### src/rtl/response_framer_pkg.sv
// Shared types and helpers for the PUF response framer.
// Optional trailing checksum is enabled with RESPONSE_FRAMER_CHECKSUM_EN.
package response_framer_pkg;

   typedef enum logic [2:0] {
      IDLE,
      HDR,
      LEN,
      FETCH,
      LATCH,
      PAYLOAD,
      CSUM,
      FINISH
   } framer_state_t;

   typedef enum logic [1:0] {
      EMIT,
      WAIT_HI,
      WAIT_LO
   } emit_state_t;

   // Widest field the byte-extract helper accepts.
   localparam int MAX_FIELD_BITS = 256;

   function automatic int bytes_per_word(input int word_bits);
      return word_bits / 8;
   endfunction

   function automatic int len_bytes(input int len_bits);
      return len_bits / 8;
   endfunction

   // Byte idx of an nbytes-wide value, counted from the most significant byte.
   function automatic logic [7:0] byte_msb_first(input logic [MAX_FIELD_BITS-1:0] value,
                                                 input int nbytes,
                                                 input int idx);
      return value[(nbytes - 1 - idx) * 8 +: 8];
   endfunction

endpackage

### src/rtl/uart_byte_emitter.sv
// One-byte UART handshake: send when idle, wait for busy to rise and fall, then ack.
// Data is shown combinationally in EMIT and held from a register afterwards.
module uart_byte_emitter
   import response_framer_pkg::*;
(
   input  logic       clk,
   input  logic       reset,
   input  logic       req,
   input  logic [7:0] data,
   output logic       ack,
   input  logic       tx_busy,
   output logic [7:0] tx_data,
   output logic       tx_enable
);

   emit_state_t state, state_next;
   logic [7:0]  held;

   always_ff @(posedge clk) begin
      if (reset) begin
         state <= EMIT;
         held  <= 8'h00;
      end else begin
         state <= state_next;
         if (state == EMIT && req && !tx_busy)
            held <= data;
      end
   end

   always_comb begin
      state_next = state;
      tx_enable  = 1'b0;
      ack        = 1'b0;
      tx_data    = held;
      unique case (state)
         EMIT: begin
            if (req) begin
               tx_data = data;
               // No send request in a reset cycle; the state is discarded anyway.
               if (!tx_busy && !reset) begin
                  tx_enable  = 1'b1;
                  state_next = WAIT_HI;
               end
            end
         end
         WAIT_HI: if (tx_busy) state_next = WAIT_LO;
         WAIT_LO: begin
            if (!tx_busy) begin
               ack        = 1'b1;
               state_next = EMIT;
            end
         end
         default: state_next = EMIT;
      endcase
   end

endmodule

### src/rtl/response_framer.sv
// Frames NUM_WORDS FIFO words as: ID, length (MSB first), payload (MSB first) [, XOR checksum].
// Define RESPONSE_FRAMER_CHECKSUM_EN to append the checksum byte.
module response_framer
   import response_framer_pkg::*;
#(
   parameter int         WORD_BITS   = 32,
   parameter int         NUM_WORDS   = 1280,
   parameter int         LEN_BITS    = 16,
   parameter logic [7:0] RESPONSE_ID = 8'hAA
)(
   input  logic                 clk,
   input  logic                 reset,
   input  logic                 start,
   input  logic [WORD_BITS-1:0] fifo_dout,
   input  logic                 fifo_empty,
   output logic                 fifo_re,
   output logic [7:0]           tx_data,
   output logic                 tx_enable,
   input  logic                 tx_busy,
   output logic                 busy,
   output logic                 done
);

   localparam int BPW     = bytes_per_word(WORD_BITS);
   localparam int LENB    = len_bytes(LEN_BITS);
   localparam int IDX_MAX = (BPW > LENB) ? BPW : LENB;
   localparam int IDX_W   = $clog2(IDX_MAX + 1);

   localparam logic [IDX_W-1:0]    LAST_WORD_IDX = IDX_W'(BPW - 1);
   localparam logic [IDX_W-1:0]    LAST_LEN_IDX  = IDX_W'(LENB - 1);
   localparam logic [LEN_BITS-1:0] NUM_WORDS_L   = LEN_BITS'(NUM_WORDS);

`ifdef RESPONSE_FRAMER_CHECKSUM_EN
   localparam framer_state_t AFTER_PAYLOAD = CSUM;
`else
   localparam framer_state_t AFTER_PAYLOAD = FINISH;
`endif

   framer_state_t        state, state_next;
   logic [LEN_BITS-1:0]  word_cnt;
   logic [IDX_W-1:0]     idx;
   logic [WORD_BITS-1:0] shreg;
   logic                 req;
   logic                 ack;
   logic [7:0]           byte_out;
`ifdef RESPONSE_FRAMER_CHECKSUM_EN
   logic [7:0]           csum;
`endif

   uart_byte_emitter u_emit (
      .clk       (clk),
      .reset     (reset),
      .req       (req),
      .data      (byte_out),
      .ack       (ack),
      .tx_busy   (tx_busy),
      .tx_data   (tx_data),
      .tx_enable (tx_enable)
   );

   always_ff @(posedge clk) begin
      if (reset) begin
         state    <= IDLE;
         word_cnt <= '0;
         idx      <= '0;
         shreg    <= '0;
`ifdef RESPONSE_FRAMER_CHECKSUM_EN
         csum     <= 8'h00;
`endif
      end else begin
         state <= state_next;
         unique case (state)
            IDLE: begin
               if (start) begin
                  word_cnt <= '0;
                  idx      <= '0;
`ifdef RESPONSE_FRAMER_CHECKSUM_EN
                  csum     <= 8'h00;
`endif
               end
            end
            LEN: if (ack) idx <= (idx == LAST_LEN_IDX) ? '0 : idx + 1'b1;
            LATCH: begin
               shreg <= fifo_dout;
               idx   <= '0;
            end
            PAYLOAD: begin
               if (ack) begin
                  shreg <= shreg << 8;
                  if (idx == LAST_WORD_IDX) begin
                     idx      <= '0;
                     word_cnt <= word_cnt + 1'b1;
                  end else begin
                     idx <= idx + 1'b1;
                  end
               end
            end
            default: ;
         endcase
`ifdef RESPONSE_FRAMER_CHECKSUM_EN
         // Header byte is deliberately left out of the checksum.
         if (ack && (state == LEN || state == PAYLOAD))
            csum <= csum ^ byte_out;
`endif
      end
   end

   always_comb begin
      state_next = state;
      req        = 1'b0;
      byte_out   = 8'h00;
      fifo_re    = 1'b0;
      unique case (state)
         IDLE: if (start) state_next = HDR;
         HDR: begin
            req      = 1'b1;
            byte_out = RESPONSE_ID;
            if (ack) state_next = LEN;
         end
         LEN: begin
            req      = 1'b1;
            byte_out = byte_msb_first(MAX_FIELD_BITS'(NUM_WORDS_L), LENB, int'(idx));
            if (ack && idx == LAST_LEN_IDX) state_next = FETCH;
         end
         FETCH: begin
            if (!fifo_empty) begin
               fifo_re    = !reset;
               state_next = LATCH;
            end
         end
         LATCH: state_next = PAYLOAD;
         PAYLOAD: begin
            req      = 1'b1;
            byte_out = shreg[WORD_BITS-1 -: 8];
            if (ack && idx == LAST_WORD_IDX)
               state_next = (word_cnt + 1'b1 == NUM_WORDS_L) ? AFTER_PAYLOAD : FETCH;
         end
`ifdef RESPONSE_FRAMER_CHECKSUM_EN
         CSUM: begin
            req      = 1'b1;
            byte_out = csum;
            if (ack) state_next = FINISH;
         end
`else
         CSUM: state_next = FINISH;
`endif
         FINISH: state_next = IDLE;
         default: state_next = IDLE;
      endcase
   end

   assign busy = (state != IDLE) && (state != FINISH);
   assign done = (state == FINISH);

endmodule
### config.mk
export PLATFORM = sky130hd
export DESIGN_NAME = response_framer
export DESIGN_NICKNAME = d
export VERILOG_FILES = /design/src/rtl/response_framer_pkg.sv /design/src/rtl/uart_byte_emitter.sv /design/src/rtl/response_framer.sv
export SDC_FILE = /design/constraint.sdc
export NUM_CORES = 1
export LEC_CHECK = 0
export BUFFER_PORTS_ARGS = -buffer_cell sky130_fd_sc_hd__buf_4
export CORE_ASPECT_RATIO = 0.9
export CORE_UTILIZATION = 40
export CTS_CLUSTER_SIZE = 30
export DETAILED_ROUTE_END_ITERATION = 6
export PLACE_DENSITY = 0.71
export SYNTH_ARGS = -nofsm -noshare
export SYNTH_HDL_FRONTEND = slang
export SYNTH_SLANG_ARGS = --single-unit
### constraint.sdc
create_clock -name clk -period 2.5 [get_ports clk]
set_input_delay 0.125 -clock clk [delete_from_list [all_inputs] [get_ports clk]]
set_output_delay 0.125 -clock clk [all_outputs]
set_load 0.05 [all_outputs]
# Word-level counts from Yosys, hierarchy flattened
# Index checks and enable logic that the tools add are counted.
[totals]
elab_cells = 90
output_inout_bits = 12
regBits = 64
in_bits = 37
[classes]
muxes = 35
eq_ne = 25
reduce_logical = 20
n_addsub = 3
n_shift = 1
[op_table]
columns = ["cell", "count"]
rows = [
  ["variable part select 256 x 7 -> 8 bit, first input constant", 1],
  ["one-hot mux 32 bit (2 select lines)", 1],
  ["2-to-1 mux 16 bit", 3],
  ["2-to-1 mux 3 bit", 11],
  ["2-to-1 mux 32 bit", 1],
  ["one-hot mux 16 bit (2 select lines)", 1],
  ["one-hot mux 3 bit (8 select lines)", 1],
  ["one-hot mux 8 bit (3 select lines)", 1],
  ["!= test 2 bit, second input constant", 11],
  ["adder 16 x 1 -> 16 bit, second input constant", 1],
  ["== test 16 x 11 -> 1 bit, second input constant", 1],
  ["2-to-1 mux 8 bit", 2],
  ["== test 3 bit, second input constant", 4],
  ["one-hot mux 3 bit (4 select lines)", 1],
  ["AND reduction 4 bit", 3],
  ["== test 3 x 2 -> 1 bit, second input constant", 3],
  ["2-to-1 mux 1 bit", 8],
  ["2-to-1 mux 2 bit", 4],
  ["== test 3 x 1 -> 1 bit, second input constant", 2],
  ["logical AND 1 bit", 6],
  ["one-hot mux 2 bit (3 select lines)", 1],
  ["AND reduction 5 bit", 1],
  ["nonzero test 2 bit", 2],
  ["nonzero test 4 bit", 1],
  ["other kinds (12)", 13],
]

# Logic depth before layout (Yosys ltp)
# Gate-level depths: netlist (run 1).
[logic_depth]
depth_word = 5
depth_mapped = 7
ltp_nobuf = 6

# By module
# A second synthesis (run 1) with hierarchy kept.
[hier_totals]
cells_unflattened = 425
hier_area_um2 = 3373.2
[by_module_without_submodules]
columns = ["module", "cells_per_inst", "instances", "seq_area_each_um2", "area_each_um2"]
rows = [
  ["response_framer", 372, 1, 1081.0, 2813.9],
  ["uart_byte_emitter", 53, 1, 200.2, 559.3],
]

# Worst setup path before layout (run 1)
# OpenSTA, ideal clock, no wires.
[synth_path]
kind = "reg2out"
start = "reg state[2]"
end = "out tx_data[0]"
setup_slack_ps = 21
arrival_time_ps = 2354
path_buffers = 1
required_ps = 2375
path_stages_with_launch = 5
cell_sequence = "dfxtp_1 -> or3b_1 -> buf_2 -> a211o_1 -> o21ai_0"
[synth_via]
elab_chain_cells = 5
elab_cells_between_ends = 8
cone_classes = "eq/ne (3); mux (4); reduce/logical (1)"
[synth_rtl]
columns = ["element", "line", "rtl"]
rows = [
  ["from (decl)", "response_framer.sv:39", "framer_state_t state, state_next;"],
  ["from (signal assigned)", "response_framer.sv:71", "state <= state_next;"],
  ["== test 3 bit, or another cell as far along", "response_framer.sv:113", "unique case (state)"],
  ["OR reduction 3 bit (no source line)", "--", ""],
  ["2-to-1 mux 1 bit", "response_framer.sv:113", ""],
  ["2-to-1 mux 8 bit (*)", "uart_byte_emitter.sv:37", "if (req) begin"],
  ["2-to-1 mux 8 bit (*)", "uart_byte_emitter.sv:35", "unique case (state)"],
  ["to (decl)", "response_framer.sv:17", "output logic [7:0] tx_data,"],
]
# Every way passes the cells marked *; elsewhere a longest branch is shown, timed or not.

# Worst setup path in the final report (run 1)
[layout_path]
start = "reg state[2]"
end = "out tx_enable"
[layout_via]
elab_chain_cells = 5
elab_cells_between_ends = 7
cone_classes = "eq/ne (3); mux (3); reduce/logical (1)"
[layout_rtl]
columns = ["element", "line", "rtl"]
rows = [
  ["== test 3 bit, or another cell as far along", "response_framer.sv:113", ""],
  ["OR reduction 3 bit (no source line) (*)", "--", ""],
  ["2-to-1 mux 1 bit (*)", "response_framer.sv:113", ""],
  ["2-to-1 mux 1 bit (*)", "uart_byte_emitter.sv:37", ""],
  ["2-to-1 mux 1 bit (*)", "uart_byte_emitter.sv:35", ""],
  ["to (decl)", "response_framer.sv:18", "output logic tx_enable,"],
]
# Marked as above.

==> impl_metrics.tcl, run 1 <==
set metrics [dict create \
    rsz0062_at_grt "false" \
    crit_family "simple AND/OR/NAND/NOR gates" \
    cts_sinks 64 \
    rows 31 \
    power.leakage_nw 1.46 \
    vias 3249 \
    via_per_inst 5.68 \
    cp_num_cells 4 \
    synthArstFlopShare 0 \
    cts_hold_buf 0 \
    cts.path.max_buffers 2 \
    clock_skew_ns 0.00948 \
    power_density_nw_per_um2 597 \
    setup_viol 0 \
    synth_area_leader_cell "dfxtp_1" \
    min_path_type "in -> reg" \
    tightestPinTransition_ns 0.568 \
    nNetsFinal 510 \
    syn_avg_cell_area_sq_um 7.60 \
    drc_errors 0 \
    regToRegSetupSlack_ns 0.50 \
    ir_drop_v 0.000330 \
    wl_per_cell_microns 14.9 \
    area_growth_pct 20.0 \
    final_cell_mix "nor2_1, nand2_1, dfxtp_1" \
    grt_pass1_vias 2967 \
    worstRegToRegCells 5 \
    use_met1 0.275 \
    use_met2 0.311 \
    totalWireLength_microns 8530 \
    die_area_sq_um 8690 \
    gr-usage-all-layers 0.201 \
    synth_ff_type "dfxtp_1" \
    cp-endpoint "tx_enable" \
    die_height_microns 88.6 \
    fin_crit_ns 2.39 \
    slowest_delay_ns 0.61 \
    fillers 781 \
    grt_pass1_wl_microns 14100 \
    netlist.area_leader.share 0.385 \
    ys_seq_area_frac 0.385 \
    crit_path_start "state[2]$_SDFFE_PP0P_" \
    relSlewSlack 0.620 \
    timing.final.hold_violations 0 \
    cp_data_required_time_ns 2.38 \
    ys_types 51 \
    coreArea_sq_um 8070 \
    diodes 0 \
    globalRouteOverflowTotal 0 \
    grt-busiest-layer "met2" \
    fin_setup_tns_ns 0 \
    dp_hpwl_microns 5880 \
    rr_endpoint "state[2]$_SDFFE_PP0P_" \
    cpMaxStageDelayCell "a2111o_2" \
    clk_pin_slew_worst_paths_ns 0.08 \
    period_share 0.955 \
    ys_ff_latch 64 \
    cts_tree "built" \
    slew_viol_final 0 \
    grt_max_degree 50 \
    drtPass1Iterations 7 \
    status "finished clean" \
    synth_warnings 0 \
    fmax_mhz 419 \
    cts-root-buf "clkbuf_8" \
    fin_util 0.495 \
    grt_use_met3 0.0482 \
    ant_nets 0 \
    synth_area_leaders "dfxtp_1, a311oi_1, nor2_1, nand2_1, a21oi_1" \
    dieWidth_microns 98.2 \
    cts_made_buffers 9 \
    criticalPathCategory "reg -> out" \
    io_buffer_count 48 \
    drive_gt1_frac 0.186 \
    clk_latency_ns 0.34 \
    maxCapViolCount 0 \
    synth.net_count 480 \
    synth_edf_count 0 \
    syn_inst 438 \
    path_cells "or3b_4 -> a2111o_2 -> nor2_1 -> buf_4" \
    crit_fanout 15 \
    synthesis.area_sq_um 3330 \
    place.gp.congestion 0.878 \
    num_io_pins 49 \
    start_util 0.413 \
    r2r-start "word_cnt[7]$_SDFFE_PP0P_" \
    antenna_found_initial 0 \
    first_iter_violations 217 \
    final_common_cell "nor2_1" \
    critPathLaunchType "register" \
    worstPathArrival_ns 2.26 \
    htree_levels 3 \
    cp_num_buf_inv 1 \
    cp-end-kind "output port" \
]
synth_stat cells, types with 3 or more instances:
master	count
nor2_1	72
nand2_1	66
dfxtp_1	64
a21oi_1	37
a311oi_1	31
clkbuf_1	26
nand3_1	15
o21ai_0	14
nor3_1	10
buf_2	8
nand2b_1	8
a22oi_1	7
inv_1	6
ha_1	5
and3_1	4
nand4_1	4
a211oi_1	3
a21o_1	3
a41oi_1	3
nand3b_1	3
nor3_2	3
nor4_1	3
or3_1	3
or4_1	3
xnor2_1	3
power breakdown:
part | internal, W | switching, W
Combinational | 0.0000880 | 0.000136
Clock | 0.000675 | 0.000445
Sequential | 0.00103 | 0.0000133
per-layer routing:
layer,routed length [microns],vias to the layer above
met1,4050,1511
met2,3870,81
met4,152,0
met5,0,-
li1,-,1644
met3,468,13
worst reg2reg max path, delay by kind of cell, from the launching register on:
| kind | cells | cell delay [ns] |
|---|---|---|
| AND/OR/NAND/NOR | 2 | 0.59 |
| flip-flops | 1 | 0.56 |
| AO/OA/AOI/OAI | 3 | 0.79 |
stage by stage:
stage	std cells	instance area (sq um)	worst slack [ns]	hold WS [ns]	power [W]
2_1_floorplan	438	3330	0.0207	0.203	0.00120
3_3_place_gp	556	3740	0.433	0.358	0.00128
3_5_place_dp	556	3740	0.383	0.370	0.00129
4_1_cts	572	3990	0.0266	0.00167	0.00240
5_1_grt	572	4000	0.00759	0.0183	0.00247
6_report	572	4000	0.114	0.0138	0.00239
area by class of cell:
| cell class | instances | area (sq um) | area share |
|---|---|---|---|
| flip-flops and latches | 64 | 1280 | 0.321 |
| repair buffers | 55 | 425 | 0.106 |
| well taps | 99 | 124 | 0.0310 |
| clock inverters | 7 | 125 | 0.0313 |
| clock buffers | 9 | 124 | 0.0310 |
| multi-input cells | 332 | 1890 | 0.473 |
| inverters | 6 | 22.5 | 0.00564 |
registers in the layout, indices dropped and copies added (netlist names):
signal and cells:
shreg 32, word_cnt 16, u_emit.held 8, idx 3, state 3, u_emit.state 2
how the worst min path moves through the flow:
stage | startpoint | to | depth (start not counted) | slack (ns)
2_1_floorplan | tx_busy | u_emit.state[0]$_SDFFE_PP0P_ | 1 | 0.20
3_3_place_gp | fifo_dout[6] | shreg[6]$_SDFFE_PP0P_ | 3 | 0.36
3_5_place_dp | fifo_dout[3] | shreg[3]$_SDFFE_PP0P_ | 3 | 0.37
4_1_cts | fifo_dout[3] | shreg[3]$_SDFFE_PP0P_ | 3 | 0.002
5_1_grt | fifo_dout[3] | shreg[3]$_SDFFE_PP0P_ | 3 | 0.02
6_report | fifo_dout[7] | shreg[7]$_SDFFE_PP0P_ | 3 | 0.01
logic make-up (layout without fill, tap and decap cells):
family / Yosys count / in the layout / share of synthesized area
multiplexers: 1 / 1 / 0.00338
AND/OR/NAND/NOR: 209 / 209 / 0.294
AO/OA/AOI/OAI: 113 / 113 / 0.236
XOR/XNOR: 4 / 4 / 0.0105
flip-flops: 64 / 64 / 0.385
buffers and inverters: 42 / 77 / 0.0530
adder cells (fa/ha/maj): 5 / 5 / 0.0188
what timing repair did:
action	4_1_cts	5_1_grt
setup endpoints to repair	1	9
gates resized for setup	1	4
gates cloned	0	0
buffers inserted	0	0
Power figures use the tool's default switching activity.
==> inputs of run 2 (changes only) <==
--- a/config.mk
+++ b/config.mk
@@ -6,7 +6,7 @@
 export NUM_CORES = 1
 export LEC_CHECK = 0
 export BUFFER_PORTS_ARGS = -buffer_cell sky130_fd_sc_hd__buf_4
-export CORE_ASPECT_RATIO = 0.9
+export CORE_ASPECT_RATIO = 0.8
 export CORE_UTILIZATION = 40
 export CTS_CLUSTER_SIZE = 30
 export DETAILED_ROUTE_END_ITERATION = 6
==> run 2 against run 1 <==
Setup slack gained 0.027 ns. Critical path depth is the same. Cell count grew 1.9%. Fmax grew 1.2%. Clock-buffer cell count grew 2. Largest power group is now registers. Worst hold slack gained 0.0054 ns. Critical path type unchanged. Non-clock buffer count grew 2.
==> impl_metrics.tcl, run 2 (synthesized netlist as in run 1, its figures left out) <==
set metrics [dict create \
    place.gp.congestion 0.946 \
    slew_viol_final 0 \
    diodes 0 \
    biggestRegsByFlops "shreg (32), word_cnt (16), u_emit.held (8)" \
    period_share 0.944 \
    cts.path.max_buffers 2 \
    start_util 0.417 \
    grt_max_degree 67 \
    largest_register "shreg" \
    final_common_cell "nor2_1" \
    die_area_sq_um 8690 \
    setup_viol 0 \
    path_cells "or3b_1 -> a2111o_2 -> nor2_1 -> buf_4" \
    postCtsSetupRepairBufs 0 \
    gr-usage-all-layers 0.198 \
    via_per_inst 5.58 \
    crit_fanout 14 \
    drive_gt1_frac 0.181 \
    ant_nets 0 \
    worstRegToRegCells 5 \
    rsz0062_at_grt "false" \
    cts-root-buf "clkbuf_8" \
    num_io_pins 49 \
    cts_hold_buf 0 \
    post_cts_resize_count 1 \
    final_cell_mix "nor2_1, nand2_1, dfxtp_1" \
    clock_skew_ns 0.00621 \
    stdcell_count 583 \
    io_buffer_count 48 \
    power_w 0.00215 \
    hold_path_depth 3 \
    largest_reg_flops 32 \
    drtPass1Iterations 4 \
    power.leakage_nw 1.43 \
    cts_made_buffers 9 \
    cp_data_required_time_ns 2.38 \
    fillers 797 \
    totalWireLength_microns 8350 \
    coreArea_sq_um 7980 \
    cts_tree "built" \
    cts_sinks 64 \
    cp-end-kind "output port" \
    vias 3254 \
    timing.final.hold_violations 0 \
    drc_errors 0 \
    first_iter_violations 252 \
    fin_util 0.496 \
    fin_setup_tns_ns 0 \
    dieWidth_microns 104 \
    slowest_delay_ns 0.63 \
    dp_cells 567 \
    critPathLaunchType "register" \
    cpMaxStageDelayCell "a2111o_2" \
    globalRouteOverflowTotal 0 \
    clk_pin_slew_worst_paths_ns 0.07 \
    worstPathArrival_ns 2.23 \
    criticalPathCategory "reg -> out" \
    antenna_found_initial 0 \
    area_growth_pct 19.0 \
    grt_pass1_wl_microns 13900 \
    grt_pass1_vias 2912 \
    fmax_mhz 424 \
    nNetsFinal 512 \
    min_path_type "in -> reg" \
    htree_levels 3 \
    status "finished clean" \
    wl_per_cell_microns 14.3 \
    clk_latency_ns 0.34 \
    dp_hpwl_microns 5740 \
    power_density_nw_per_um2 543 \
    die_height_microns 83.6 \
    fin_crit_ns 2.36 \
    relSlewSlack 0.540 \
    rows 29 \
    maxCapViolCount 0 \
    tightestPinTransition_ns 0.690 \
    ir_drop_v 0.000311 \
]
## run 2: cell count changes in the layout (fill, tap and decap cells not counted), sizes merged
cell      delta
clkinv       +2
buf          +2
clkbuf       +2
inv          -3
bufinv       -2
clkinvlp     +1
## run 2: area by class of cell
type                    instances  area (sq um)  share of cell area
clock buffers                  11           141              0.0357
flip-flops and latches         64          1280               0.324
well taps                     108           135              0.0341
multi-input cells             332          1880               0.476
repair buffers                 57           440               0.111
inverters                       6          22.5             0.00568
clock inverters                 5          56.3              0.0142
## run 2: power breakdown
part / leakage, nW / total [W] / internal (W) / switching (W)
combinational: 0.819 / 0.000233 / 0.0000905 / 0.000142
sequential: 0.517 / 0.00104 / 0.00103 / 0.00000721
clock: 0.0993 / 0.000883 / 0.000486 / 0.000397
total: 1.43 / 0.00215 / 0.00160 / 0.000546
## run 2: metrics by stage
step	hold WS [ns]	setup WS, ns	cell area, sq um
CTS	0.00222	0.108	3960
global placement	0.360	0.428	3760
global route	0.00832	0.0127	3960
detailed placement	0.368	0.373	3760
finish	0.0193	0.141	3960
floorplan	0.203	0.0207	3330
## run 2: worst max-delay path: cells and delay by family, from the launching register on
kind / cells / cell delay (ns)
AO/OA/AOI/OAI: 1 / 0.63
buffers and inverters: 1 / 0.21
AND/OR/NAND/NOR: 2 / 0.61
flip-flops: 1 / 0.45
## run 2: path summary, 6_finish.rpt
path	start	end	slack, ns
setup / recovery	state[1]$_SDFFE_PP0P_	tx_enable	0.14
setup reg to reg	word_cnt[8]$_SDFFE_PP0P_	state[2]$_SDFFE_PP0P_	0.46
hold reg to reg	shreg[5]$_SDFFE_PP0P_	shreg[5]$_SDFFE_PP0P_	0.46
hold / removal	fifo_dout[1]	shreg[1]$_SDFFE_PP0P_	0.02
## run 2: per-layer routing
layer | vias up | routed length, microns | GRT usage
li1 | 1648 | - | -
met1 | 1505 | 4170 | 0.272
met2 | 91 | 3640 | 0.303
met3 | 10 | 422 | 0.0468
met4 | 0 | 123 | 0.0675
met5 | - | 0 | 0
